[src/rtl/qam_symbol_scheduler.sv]
// qam_symbol_scheduler: serialises bytes into 2-bit QAM symbols held SPS samples each, with LUT phase.
// Define QAM_PREAMBLE_EN to prepend PRE_SYMS alternating 11/00 symbols to each frame started from IDLE.
module qam_symbol_scheduler #(
    parameter int SPS      = 8,
    parameter int LUT_AW   = 5,
    parameter int PRE_SYMS = 4
) (
    input  logic              clk,
    input  logic              rst,
    input  logic [7:0]        byte_in,
    input  logic              byte_valid,
    input  logic              byte_last,
    output logic              byte_ready,
    input  logic              clr_err,
    output logic [1:0]        sym_out,
    output logic              sym_valid,
    output logic [LUT_AW-1:0] phase_idx,
    output logic              busy,
    output logic              underrun
);
    localparam int CW = (SPS > 1) ? $clog2(SPS) : 1;
    localparam logic [CW-1:0] LAST = CW'(SPS - 1);

    typedef enum logic [1:0] {
        IDLE,
        SEND,
        UNDERRUN
`ifdef QAM_PREAMBLE_EN
        , PRE
`endif
    } state_t;

    state_t        state;
    logic [CW-1:0] sample_cnt;
    logic [1:0]    sym_idx;
    logic [7:0]    hold;
    logic          hold_last;
    logic          sym_end;
    logic          byte_end;
    logic          take;
    logic          set_err;
    logic [1:0]    nxt_idx;
`ifdef QAM_PREAMBLE_EN
    localparam int PW = $clog2(PRE_SYMS + 1);
    logic [PW-1:0] pre_cnt;
`endif

    always_comb begin
        sym_end    = sample_cnt == LAST;
        byte_end   = state == SEND && sym_end && sym_idx == 2'd3;
        nxt_idx    = sym_idx + 2'd1;
        byte_ready = rst && (state == IDLE || state == UNDERRUN || (byte_end && !hold_last));
        take       = byte_valid && byte_ready;
        set_err    = byte_end && !hold_last && !take;
        busy       = state != IDLE;
    end

    always_ff @(posedge clk) begin
        if (!rst) begin
            state      <= IDLE;
            sym_out    <= '0;
            sym_valid  <= 1'b0;
            phase_idx  <= '0;
            sample_cnt <= '0;
            sym_idx    <= '0;
            hold       <= '0;
            hold_last  <= 1'b0;
            underrun   <= 1'b0;
`ifdef QAM_PREAMBLE_EN
            pre_cnt    <= '0;
`endif
        end else begin
            phase_idx <= (state == IDLE) ? (take ? '0 : phase_idx) : phase_idx + 1'b1;
            underrun  <= set_err || (underrun && !clr_err);
            if (take) begin
                hold      <= byte_in;
                hold_last <= byte_last;
            end
            case (state)
                IDLE: if (take) begin
                    sym_valid  <= 1'b1;
                    sample_cnt <= '0;
                    sym_idx    <= '0;
`ifdef QAM_PREAMBLE_EN
                    state      <= PRE;
                    sym_out    <= 2'b11;
                    pre_cnt    <= '0;
`else
                    state      <= SEND;
                    sym_out    <= byte_in[7:6];
`endif
                end
                UNDERRUN: if (take) begin
                    state      <= SEND;
                    sym_out    <= byte_in[7:6];
                    sym_valid  <= 1'b1;
                    sample_cnt <= '0;
                    sym_idx    <= '0;
                end
`ifdef QAM_PREAMBLE_EN
                PRE: begin
                    sample_cnt <= sym_end ? '0 : sample_cnt + 1'b1;
                    if (sym_end && pre_cnt == PW'(PRE_SYMS - 1)) begin
                        state   <= SEND;
                        sym_out <= hold[7:6];
                    end else if (sym_end) begin
                        pre_cnt <= pre_cnt + 1'b1;
                        sym_out <= ~sym_out;
                    end
                end
`endif
                SEND: begin
                    sample_cnt <= sym_end ? '0 : sample_cnt + 1'b1;
                    if (sym_end && sym_idx != 2'd3) begin
                        sym_idx <= nxt_idx;
                        sym_out <= hold[{~nxt_idx, 1'b0} +: 2];
                    end else if (sym_end && take) begin
                        sym_idx <= '0;
                        sym_out <= byte_in[7:6];
                    end else if (sym_end) begin
                        sym_idx   <= '0;
                        sym_out   <= '0;
                        sym_valid <= 1'b0;
                        state     <= hold_last ? IDLE : UNDERRUN;
                    end
                end
                default: state <= IDLE;
            endcase
        end
    end
endmodule

[config.mk]
export PLATFORM = sky130hd
export DESIGN_NAME = qam_symbol_scheduler
export DESIGN_NICKNAME = d
export VERILOG_FILES = /design/src/rtl/qam_symbol_scheduler.sv
export SDC_FILE = /design/constraint.sdc
export NUM_CORES = 1
export LEC_CHECK = 0
export ABC_AREA = 1
export CAP_MARGIN = 10
export CORE_MARGIN = 2
export CORE_UTILIZATION = 49
export DETAILED_ROUTE_END_ITERATION = 8
export PLACE_DENSITY = 0.82
export REMOVE_ABC_BUFFERS = 1
export SLEW_MARGIN = 20
export SYNTH_ARGS = -nofsm -noshare
export SYNTH_HDL_FRONTEND = slang
export SYNTH_SLANG_ARGS = --single-unit
[constraint.sdc]
create_clock -name clk -period 1.7 [get_ports clk]
set_clock_uncertainty 0.05 [all_clocks]
set_input_delay 0.17 -clock clk [delete_from_list [all_inputs] [get_ports clk]]
set_output_delay 0.17 -clock clk [all_outputs]
set_load 0.01 [all_outputs]
== Word level (Yosys, flattened, before mapping) ==
Index checks and enable logic that the tools add are counted.

* Bits in registers: 25
* Bits of input ports: 13
* Output and inout bits: 11
* Word-level logic and storage cells: 73

* Add/sub/neg operators: 3
* Eq/ne operators: 11
* Shift-type cells: 1
* Mux-type cells: 25
* Bitwise operators: 1
* Reduce and logical (&&, ||, !) cells: 23

{| class="wikitable"
|+ Operators with widths
! operator !! count
|-
| $mux W2 || 12
|-
| $pmux W2 S2 || 3
|-
| $mux W5 || 2
|-
| $ne A2 B2 Y1 const B || 5
|-
| $logic_and A1 B1 Y1 || 9
|-
| $shiftx A8 B4 Y2 || 1
|-
| $mux W3 || 2
|-
| $pmux W3 S2 || 1
|-
| $add A5 B1 Y5 const B || 1
|-
| $reduce_and A5 Y1 || 1
|-
| $eq A2 B2 Y1 const B || 2
|-
| $mux W1 || 4
|-
| $ne A4 B2 Y1 const B || 1
|-
| $reduce_and A4 Y1 || 1
|-
| $reduce_bool A2 Y1 || 2
|-
| $add A3 B1 Y3 const B || 1
|-
| $eq A3 B3 Y1 const B || 1
|-
| $logic_not A1 Y1 || 3
|-
| $logic_or A1 B1 Y1 || 3
|-
| $reduce_and A3 Y1 || 1
|-
| $add A2 B1 Y2 const B || 1
|-
| $eq A2 B1 Y1 const B || 1
|-
| $logic_not A2 Y1 || 1
|-
| $ne A2 B1 Y1 const B || 1
|-
| other kinds (4) || 4
|}

== Longest topological paths before layout ==
* Depth in word-level cells: 11
* Mapped depth: 11
* Gate-level depth less buffers: 11

== Worst setup path after synthesis ==
OpenSTA, ideal clock, no wires.

* Path type: register to register
* Start point: reg sample_cnt[0]
* End point: reg hold[0]
* Library setup time: 0.114 ns
* Data arrival time: 1.367 ns
* Data required time: 1.536 ns
* Slack: 0.170 ns
* Stages on the path, launching flop included: 12
* Buffers on the path: 1
* Clock period less this slack: 1.530 ns
* Cell sequence: dfxtp_1 > ha_1 > ha_1 > nand2_1 > nor2_1 > nand2_1 > nand2_1 > nand3_2 > buf_6 > clkinv_2 > nand2_1 > nand2_1

* Longest elaborated chain between the ends: 7

{| class="wikitable"
|+ Ends and longest elaborated chain
! what !! RTL line !! RTL
|-
| start: declaration || 34 || <nowiki>logic [CW-1:0] sample_cnt;</nowiki>
|-
| start signal: assignment || 113 || <nowiki>sample_cnt <= sym_end ? '0 : sample_cnt + 1'b1;</nowiki>
|-
| $eq A3 B3 Y1 || 49 || <nowiki>sym_end = sample_cnt == LAST;</nowiki>
|-
| $logic_and A1 B1 Y1 (2 in a row) || 50 || <nowiki>byte_end = state == SEND && sym_end && sym_idx == 2'd3;</nowiki>
|-
| $logic_and A1 B1 Y1 || 52 || <nowiki>byte_ready = rst && (state == IDLE || state == UNDERRUN || (byte_end && !hold_last));</nowiki>
|-
| $logic_or A1 B1 Y1 || 52 ||
|-
| $logic_and A1 B1 Y1 || 52 ||
|-
| $logic_and A1 B1 Y1 || 53 || <nowiki>take = byte_valid && byte_ready;</nowiki>
|-
| end signal: assignment || 76 || <nowiki>hold <= byte_in;</nowiki>
|-
| end: declaration || 36 || <nowiki>logic [7:0] hold;</nowiki>
|}

No other way between the ends.
A chain may end at the register's enable or synchronous reset.

== Final worst setup path ==
* Start point: reg sample_cnt[0]
* End point: out byte_ready

* Longest elaborated chain between the ends: 6

{| class="wikitable"
|+ Ends and longest elaborated chain
! what !! RTL line !! RTL
|-
| $eq A3 B3 Y1 || 49 ||
|-
| $logic_and A1 B1 Y1 (2 in a row) || 50 ||
|-
| $logic_and A1 B1 Y1 || 52 ||
|-
| $logic_or A1 B1 Y1 || 52 ||
|-
| $logic_and A1 B1 Y1 || 52 ||
|-
| end: declaration || 13 || <nowiki>output logic byte_ready,</nowiki>
|}

No other way between the ends.

==> summary.txt <==
port bufs -> 23
Post-synth EDFFs -> 0
total power -> 1.116 mW
Worst Path Class, Setup -> reg -> out
failing checks -> negative setup slack
diode count -> 0
RSZ-0062 raised after global routing -> true
Rel. slew slack -> 70.54%
initial core utilization -> 51.98%
HPWL after DPL -> 2.076 mm
fin crit share -> 101.3%
fill count -> 183
Sequential Power Share -> 57.3%
Yosys reg bits -> 25
Synth Warn # -> 0
initial antenna violation count -> 0
GRT Residual Overflow -> 0
Bufs on Longest Clock Path -> 2
RD Place Congestion -> 0.8421
crit end category -> output pin
sw frac -> 27.61%
ratio of cells with drive above 1 in the final layout -> 19.19%
# rows -> 17
path category of the worst min-delay check -> in -> reg
Pins Over Slew Limit -> 0
Synth cell types -> 18
vias in the first global route -> 1154
CTS tree -> built
clk slew on worst S/H paths -> 0.13 ns
Residual DRC -> 0
Final Hold Viols -> 0
highest clock rate -> 580.8 MHz
status -> finished with violations
multi-input logic area -> 616.8 um^2
Reg area -> 504.2 um^2
Clk pwr share -> 23.7%
Pleak -> 0.6955 nW
Worst Setup Start Kind -> flop
Routed Wire Length -> 2.916 mm
Avg Vias per Cell -> 5.279
Clock H-tree levels -> 1
WP data arrival -> 1.50 ns
vias post-DR -> 1193
die width -> 52.44 um
post-DR wirelength/cell -> 12.90 um
asr flop ratio synth -> 0%
number of max-cap violations -> 0
worst slew pin tran -> 0.4414 ns
DR iter-0 viols -> 17
antenna-violating nets left -> 0
io pins -> 24
total track usage -> 22.92%
area grow syn2layout -> 37.76%
Cells after Synth -> 162
# clock sinks -> 25
CP Max Fanout -> 2
first-pass GRT wire length -> 4.678 mm
synthesized area -> 1150 um^2
endpoints failing setup -> 1
top_reg_cell synth -> dfxtp_1
DR pass1 iterations -> 4
VDD IR-drop max -> 0.0005927 V
register area share after synthesis -> 43.53%
sw power -> 0.3083 mW
Required @ worst endpoint -> 1.48 ns
minimum clock period after layout -> 1.722 ns
CTS Hold Bufs -> 0
Root Driver -> clkbuf_4
Int Pwr -> 0.8081 mW
syn_area_per_cell -> 7.098 um^2
largest net degree at the start of global routing -> 15
PnR worst setup slack -> -0.02165 ns
pwr/cell area -> 704.8 nW/um^2
Place WS -> -0.1782 ns
area of the core -> 2212 um^2
Comb power frac -> 19.0%
Die Span Y -> 52.44 um
total CTS buffers -> 3
fin nets -> 216
post-route core utilization -> 71.61%
Die ar. -> 2750 um^2
Clock Latency Late Sink -> 0.32 ns
-- sequential cells by signal (all words and copies together), names as in the netlist --
signal,cells
phase_idx,5
hold,8
state,2
hold_last,1
underrun,1
sym_valid,1
sym_out,2
sym_idx,2
sample_cnt,3
-- final timing paths --
kind / start / cells after the start / to / slack, ns
setup / recovery: sample_cnt[0] / 9 / byte_ready / -0.02
hold / removal: byte_in[0] / 3 / hold[0] / 0.32
setup reg to reg: sample_cnt[0] / 11 / sym_out[1] / 0.02
hold reg to reg: hold[1] / 2 / hold[1] / 0.42
-- layer usage --
metal	up-vias	routed length (um)	global-route usage, %
li1	596	-	-
met1	542	1174	25.85
met2	48	1538	42.71
met3	7	146	2.571
met4	0	57	9.829
met5	-	0	0
-- placed cells by master, fill, tap and decap left out, types with 3 or more instances in the layout --
cell type,netlist,routed
nand3_1,16,16
inv_1,17,15
dfxtp_2,0,3
buf_4,0,12
nor2_1,5,4
clkdlybuf4s50_1,0,21
nand2_1,52,49
o21ai_0,8,7
or2_2,3,3
a21oi_1,17,15
nor3_1,4,3
dfxtp_1,25,22
clkbuf_4,0,3
-- cells by family (layout without fill, tap and decap cells) --
group	after synthesis	count (layout)	share of synthesized area (%)
AOI/OAI and AO/OA	27	27	12.19
adders and majority gates	4	4	4.353
buffers and inverters	22	58	8.051
DFF	25	25	43.53
and+or+nand+nor	84	84	31.88
-- critical path, stage by stage, from the launching register on --
cell and delay [ns]:
dfxtp_2 0.38, ha_4 0.14, ha_4 0.13, nand2_2 0.07, nor2_2 0.09, nand2_1 0.06
nand2_1 0.08, nand2_1 0.07, inv_1 0.05, buf_2 0.12
-- final cells by class --
cell class	count	area share [%]
clock inverters	1	0.3160
inverters	18	4.502
repair buffers	36	20.77
well taps	28	2.212
multi-input cells	115	38.94
flip-flops and latches	25	31.83
clock buffers	3	1.422
-- cell usage after synthesis, types with 2 or more instances --
master	n	area share (%)
nor2_1	5	1.6
nor3_1	4	1.7
or2_2	3	1.6
inv_1	17	5.5
dfxtp_1	25	44
nand4_1	2	1.1
a21oi_1	17	7.4
nand3_1	16	7.0
clkbuf_1	2	0.65
o21ai_0	8	3.5
o21bai_1	2	1.3
nand2_1	52	17
ha_1	4	4.4
-- power groups by stage --
stage	clock network (mW)	logic [mW]	registers (mW)
after global routing	0.300	0.233	0.643
after detailed placement	0	0.192	0.650
after global placement	0	0.186	0.648
after floorplan	0	0.0856	0.650
final	0.265	0.212	0.639
after CTS	0.269	0.198	0.639
-- through the flow --
| stage | setup TNS (ns) | cells | instance area [um^2] | hold WS [ns] |
|---|---|---|---|---|
| global placement | -0.07251 | 218 | 1459 | 0.4028 |
| floorplan | 0 | 158 | 1126 | 0.1983 |
| global route | -0.2904 | 226 | 1584 | 0.3369 |
| CTS | -0.09602 | 224 | 1536 | 0.3162 |
| finish | -0.02165 | 226 | 1584 | 0.3199 |
| detailed placement | -1.010 | 218 | 1459 | 0.4066 |
-- what timing repair did --
action | in CTS | in global routing
setup buffers | 2 | 2
resized for setup | 14 | 12
endpoints found under the hold margin | 0 | 0
pin swaps | 2 | 7
setup endpoints to repair | 20 | 16
Power figures use the tool's default switching activity.
